===== src/rtl/prio_pkg.sv =====
// Shared definitions for the priority encoder / arbiter family.
//   MODE_FIXED / MODE_RR : values of the mode select input.
//   idx_width(n)         : width of a binary index into n lines, at least 1.
package prio_pkg;

  localparam logic MODE_FIXED = 1'b0;
  localparam logic MODE_RR    = 1'b1;

  // A single request line still needs a one-bit index port.
  function automatic int idx_width(input int n);
    int w;
    w = $clog2(n);
    return (w < 1) ? 1 : w;
  endfunction

endpackage


===== src/rtl/prio_encoder_arb_if.sv =====
// Request / grant bus of prio_encoder_arb.
//   mode      : 0 fixed priority, 1 round-robin
//   req_in    : N level-sampled request bits
//   out_ready : consumer accepts out_idx this cycle
//   out_valid : out_idx holds a granted index
//   out_idx   : binary index of the grant (W bits)
//   nr        : nothing pending and no grant held
//   pending   : sticky pending register, for observability
// master = arbiter side, slave = requester/consumer side.
interface prio_encoder_arb_if
  import prio_pkg::*;
#(
  parameter int N = 8
);
  localparam int W = idx_width(N);

  logic         mode;
  logic [N-1:0] req_in;
  logic         out_ready;
  logic         out_valid;
  logic [W-1:0] out_idx;
  logic         nr;
  logic [N-1:0] pending;

  modport master (
    input  mode, req_in, out_ready,
    output out_valid, out_idx, nr, pending
  );

  modport slave (
    output mode, req_in, out_ready,
    input  out_valid, out_idx, nr, pending
  );

endinterface


===== src/rtl/prio_pick.sv =====
// Combinational winner selection over N available lines.
//   avail      : candidate bits
//   last       : index of the previous winner (round-robin pointer)
//   mode       : MODE_FIXED (highest index wins) or MODE_RR
//   any        : at least one candidate
//   win_idx    : binary index of the winner (0 when nothing is available)
//   win_onehot : one-hot of the winner (all zero when nothing is available)
module prio_pick
  import prio_pkg::*;
#(
  parameter int N = 8
) (
  input  logic [N-1:0]            avail,
  input  logic [idx_width(N)-1:0] last,
  input  logic                    mode,
  output logic                    any,
  output logic [idx_width(N)-1:0] win_idx,
  output logic [N-1:0]            win_onehot
);

  localparam int W = idx_width(N);

  // Highest set bit of v; later iterations override, so the top bit wins.
  function automatic logic [W-1:0] highest(input logic [N-1:0] v);
    logic [W-1:0] r;
    r = '0;
    for (int i = 0; i < N; i++) begin
      if (v[i]) r = W'(i);
    end
    return r;
  endfunction

  logic [N-1:0] below_last;
  logic [N-1:0] rr_lo;
  logic [W-1:0] hi_all;
  logic [W-1:0] hi_lo;

  // The round-robin order last-1 .. 0, N-1 .. last equals: highest set bit
  // strictly below last if there is one, otherwise the highest set bit
  // overall. With last=0 the lower half is empty and RR matches fixed.
  always_comb begin
    below_last = '0;
    for (int i = 0; i < N; i++) begin
      below_last[i] = (i < int'(last));
    end
  end

  assign rr_lo  = avail & below_last;
  assign hi_all = highest(avail);
  assign hi_lo  = highest(rr_lo);
  assign any    = |avail;

  always_comb begin
    win_idx = hi_all;
    if ((mode == MODE_RR) && (|rr_lo)) win_idx = hi_lo;
  end

  // Built by compare rather than by indexing so that a non-power-of-2 N
  // never sees an out-of-range select.
  always_comb begin
    win_onehot = '0;
    for (int i = 0; i < N; i++) begin
      win_onehot[i] = any && (win_idx == W'(i));
    end
  end

endmodule


===== src/rtl/prio_encoder_arb.sv =====
// Registered priority encoder / arbiter. Request bits collect in a sticky
// pending register; each cycle the output slot is free, one winner (fixed
// priority or round-robin) is moved to a valid/ready output as its index.
//   clk   : rising-edge clock
//   reset : synchronous, active-high; clears every register, nr=1
//   bus   : prio_encoder_arb_if master modport (mode, req_in, out_ready in;
//           out_valid, out_idx, nr, pending out)
module prio_encoder_arb
  import prio_pkg::*;
#(
  parameter int N = 8
) (
  input  logic                clk,
  input  logic                reset,
  prio_encoder_arb_if.master  bus
);

  localparam int W = idx_width(N);

  logic [N-1:0] pending_p1;
  logic         vld_p1;
  logic [W-1:0] idx_p1;
  logic [W-1:0] last_p1;
  logic         nr_p1;

  logic [N-1:0] avail_p0;
  logic         any_p0;
  logic [W-1:0] win_idx_p0;
  logic [N-1:0] win_onehot_p0;
  logic         load_p0;

  logic [N-1:0] pending_nx;
  logic         vld_nx;
  logic [W-1:0] idx_nx;
  logic [W-1:0] last_nx;
  logic         nr_nx;

  // ---- stage p0: merge new requests, pick a winner ----
  // A request arriving in the same cycle as a grant of its bit merges into
  // avail and is cleared by that grant, i.e. absorbed.
  assign avail_p0 = pending_p1 | bus.req_in;

  prio_pick #(.N(N)) u_pick (
    .avail      (avail_p0),
    .last       (last_p1),
    .mode       (bus.mode),
    .any        (any_p0),
    .win_idx    (win_idx_p0),
    .win_onehot (win_onehot_p0)
  );

  assign load_p0 = (!vld_p1 || bus.out_ready) && any_p0;

  always_comb begin
    pending_nx = avail_p0;
    vld_nx     = vld_p1;
    idx_nx     = idx_p1;
    last_nx    = last_p1;
    if (load_p0) begin
      pending_nx = avail_p0 & ~win_onehot_p0;
      vld_nx     = 1'b1;
      idx_nx     = win_idx_p0;
      last_nx    = win_idx_p0;
    end else if (vld_p1 && bus.out_ready) begin
      // Accepted with nothing to replace it: out_idx keeps its last value.
      vld_nx = 1'b0;
    end
    // Registered alongside the others so nr never disagrees with them.
    nr_nx = (pending_nx == '0) && !vld_nx;
  end

  // ---- stage p1: pending, output, pointer and nr registers ----
  always_ff @(posedge clk) begin
    if (reset) begin
      pending_p1 <= '0;
      vld_p1     <= 1'b0;
      idx_p1     <= '0;
      last_p1    <= '0;
      nr_p1      <= 1'b1;
    end else begin
      pending_p1 <= pending_nx;
      vld_p1     <= vld_nx;
      idx_p1     <= idx_nx;
      last_p1    <= last_nx;
      nr_p1      <= nr_nx;
    end
  end

  assign bus.out_valid = vld_p1;
  assign bus.out_idx   = idx_p1;
  assign bus.nr        = nr_p1;
  assign bus.pending   = pending_p1;

endmodule


===== src/flat_wrapper.sv =====
// flat-port wrapper written by rule: the top's interface ports become plain ports
module prio_encoder_arb_flat import prio_pkg::*;
#(
  parameter int N = 8
)
  (clk, reset, bus_mode, bus_req_in, bus_out_ready, bus_out_valid, bus_out_idx, bus_nr, bus_pending);
  prio_encoder_arb_if #(.N(N)) bus_i ();
  input  logic clk;
  input  logic reset;
  input wire logic [$bits(bus_i.mode)-1:0] bus_mode;
  input wire logic [$bits(bus_i.req_in)-1:0] bus_req_in;
  input wire logic [$bits(bus_i.out_ready)-1:0] bus_out_ready;
  output wire logic [$bits(bus_i.out_valid)-1:0] bus_out_valid;
  output wire logic [$bits(bus_i.out_idx)-1:0] bus_out_idx;
  output wire logic [$bits(bus_i.nr)-1:0] bus_nr;
  output wire logic [$bits(bus_i.pending)-1:0] bus_pending;
  assign bus_i.mode = bus_mode;
  assign bus_i.req_in = bus_req_in;
  assign bus_i.out_ready = bus_out_ready;
  assign bus_out_valid = bus_i.out_valid;
  assign bus_out_idx = bus_i.out_idx;
  assign bus_nr = bus_i.nr;
  assign bus_pending = bus_i.pending;
  prio_encoder_arb #(.N(N)) u_core (.clk(clk), .reset(reset), .bus(bus_i));
endmodule

===== config.mk =====
export PLATFORM = sky130hd
export DESIGN_NAME = prio_encoder_arb_flat
export DESIGN_NICKNAME = d
export VERILOG_FILES = /design/src/rtl/prio_pkg.sv /design/src/rtl/prio_encoder_arb_if.sv /design/src/rtl/prio_pick.sv /design/src/rtl/prio_encoder_arb.sv /design/src/flat_wrapper.sv
export SDC_FILE = /design/constraint.sdc
export NUM_CORES = 1
export LEC_CHECK = 0
export CORE_MARGIN = 2
export CORE_UTILIZATION = 42
export CTS_BUF_LIST = sky130_fd_sc_hd__clkbuf_4 sky130_fd_sc_hd__clkbuf_8
export DETAILED_ROUTE_END_ITERATION = 8
export GPL_TIMING_DRIVEN = 0
export HOLD_SLACK_MARGIN = 0.02
export PLACE_DENSITY = 0.87
export REMOVE_ABC_BUFFERS = 1
export SLEW_MARGIN = 20
export SYNTH_ARGS = -nofsm -noshare
export SYNTH_HDL_FRONTEND = slang
export SYNTH_SLANG_ARGS = --single-unit

===== constraint.sdc =====
create_clock -name clk -period 2 [get_ports clk]
set_input_delay 0.3 -clock clk [delete_from_list [all_inputs] [get_ports clk]]
set_output_delay 0.3 -clock clk [all_outputs]
set_load 0.05 [all_outputs]

==> impl_results.md <==
* Outcome: finished with violations
* Failing checks: setup timing
* Final worst-path cycle share at 105%
* CP required at about 2.2 ns
* Layout cells sized above 1 at approximately a third
* Hold depth at 3
* Fmax achieved at 476 MHz
* Worst Max-Slew Pin Slew at around 0.5 ns
* Cell area after synthesis at 746 sq um
* Final Hold Vio Count at 0
* FP Rows at 15
* Mapped Cells at just under 90
* Synth unique cells at 31
* Cts bufs inserted at 3
* Fin crit period at between 2 and 2.5 ns
* Sw Share at about two fifths
* Final Max Tran Viols at 0
* Die ar. at 2130 sq um
* Grt ovf at 0
* Dpl hpwl at 1580 um
* Share of the synthesized area in the top cell type at around a third
* Final setup fails at 9
* CTS tree: done
* Maximum VDD drop at ~0.49 mV
* Synth-to-Final Area Change at 68.3%
* Routed Antenna Nets at 0
* Nets at 141
* Crit Path Max Fanout at 5
* DRC at 0
* WS Path Type: reg -> reg
* Register area share after synthesis at between 30% and 40%
* First-pass GRT wire length at between 3000 and 4000 um
* Clk pwr share at roughly 18%
* Critical Path Source Type: flop
* Switching pwr at 0.419 mW
* Die Height at ~46 um
* Post-synth ARST share at 0%
* Vias in the first global route at between 800 and 900
* Vias at roughly 940
* Largest net degree at the start of global routing at 14
* Max Cap Violations at 0
* Final GP Congestion at approximately 0.9
* Syn_area_per_cell at 8.57 sq um
* I/O Buffers at 24
* CTS clk-pin slew, worst paths at 0.08 ns
* First-pass iteration count of the detailed router at 4
* Cell taking the most area after synthesis: dfxtp_1
* CTS Buffer Depth at 2
* Fillers at 124
* Clk_lat worst skew at about 0.28 ns
* Clock skew at around 0.0035 ns
* Crit. End Element: flop
* Avg WL per Cell at 18.3 um
* Hold Path Class: in -> reg
* Post-synth EDFFs at 0
* CTS Sinks at 13
* Initial antenna violation count at 0
* Hold_buf cts at 0
* Slew Limit Headroom at 66.5%
* Top cells by area, synth: dfxtp_1 (35%), nor2_1 (7.0%), a311oi_1 (7.0%)
* Post-Route Utilization at between 70% and 80%
* Ys flop type: dfxtp_1
* Die width at ~46 um
* H-tree depth at 1
* Core area at between 1500 and 2000 sq um
* Power Dens Cells at 812 nW/um^2
* # IOs at 25
* Sequential Power Share at 32.5%
* Internal Power at ~0.6 mW
* Hold slack at ~0.53 ns
* Static Leak at 0.481 nW
* GRT Total Usage at 26.3%
* Ant. Diodes at 0
* Combinational Power Share at between 40% and 50%
* PnR worst setup slack at -0.101 ns
* R2r worst-path depth at 5
* Vias/cell at between 6 and 7
* Arrival time worst endpoint at ~2.3 ns
* Unrepaired setup endpoints after global routing: yes
* Ys Warns at 0
* Register bit count reported by yosys at 13
* Clk root buf: clkbuf_4
* Final wirelength at roughly 2700 um
* DRT iter0 DRCs at 34
* Initial core utilization at around 44%
==> cells in the final DEF (no fill, tap or decap), types with 3 or more instances in the layout <==
cell,n
a311oi_1,3
buf_4,14
dfxtp_1,10
nand2_1,4
a311oi_2,3
o21ai_2,3
nand2b_1,3
dfxtp_4,3
nor2_1,11
clkbuf_4,4
a211oi_1,3
clkdlybuf4s50_1,22
nor4_4,3
==> state kept, by name, indices dropped and copies added, names as in the netlist <==
name,count
u_core.bus.out_valid,1
u_core.bus.out_idx,3
u_core.bus.nr,1
u_core.bus.pending,8
==> per-layer routing <==
metal  GRT usage [%]  wire (um)
met4            11.4         63
met3            5.88        207
met2            44.4       1350
met5               0          0
met1            31.6       1040
==> synth_stat cells (2+ instances only) <==
library cell	count
o31ai_1	2
a31oi_1	2
a31o_2	2
inv_1	2
mux2i_1	3
nand3_1	2
o21ai_0	6
a211oi_1	3
dfxtp_1	13
mux2_2	2
a311oi_1	6
o211ai_1	2
nor2_1	14
nand3b_1	2
nor4_1	4
nand2b_1	3
nand2_1	5
==> stage by stage <==
step	power [mW]	setup TNS, ns	worst slack (ns)	instance area [sq um]	instances
2_1_floorplan	0.578	-1.67	-0.260	742	86
3_3_place_gp	0.699	-5.38	-0.623	1000	127
3_5_place_dp	0.706	-5.83	-0.666	1000	127
4_1_cts	0.950	-0.588	-0.0925	1160	140
5_1_grt	1.06	-1.16	-0.168	1250	145
6_report	1.02	-0.601	-0.101	1250	145
==> cells by family (layout without fill, tap and decap cells) <==
group | count (synthesis) | in the layout | synth area share [%]
mux | 5 | 5 | 7.05
simple gates | 35 | 35 | 22.8
buf+inv | 3 | 44 | 1.51
flops | 13 | 13 | 34.9
compound gates | 31 | 31 | 33.7
==> power groups by stage <==
| stage | clock network [mW] | logic (mW) | registers [mW] |
|---|---|---|---|
| global route | 0.191 | 0.532 | 0.335 |
| floorplan | 0 | 0.153 | 0.425 |
| finish | 0.181 | 0.506 | 0.331 |
| CTS | 0.183 | 0.443 | 0.324 |
| global placement | 0 | 0.370 | 0.329 |
| detailed placement | 0 | 0.375 | 0.332 |
==> worst max-delay path: stages, from the launching register on <==
cell	delay (ns)
dfxtp_4	0.37
o22a_1	0.23
o31a_1	0.29
o41ai_4	0.50
mux2_4	0.39
a311oi_2	0.24
==> worst paths after layout <==
path / to / slack, ns / start
max reg2reg: u_core.bus.pending[0] / -0.10 / u_core.bus.out_idx[1]
min reg2reg: u_core.bus.pending[0] / 0.59 / u_core.bus.pending[0]
min: u_core.bus.pending[5] / 0.53 / bus_req_in[5]
max: u_core.bus.pending[0] / -0.10 / u_core.bus.out_idx[1]
==> timing repair <==
action / 4_1_cts / 5_1_grt
setup endpoints to repair: 10 / 10
setup buffers: 9 / 5
resized for setup: 16 / 17
pin swaps: 5 / 8
gates cloned: 0 / 0
==> final cells by class <==
cell class                      count  area (sq um)  area share (%)
Inverter                            2          7.51           0.598
Sequential cell                    13           272            21.6
Tap cell                           17          21.3            1.69
Multi-Input combinational cell     71           578            46.1
Timing Repair Buffer               38           347            27.6
Clock buffer                        4          30.0            2.39
Note: power is estimated with default switching activity, not from simulation.
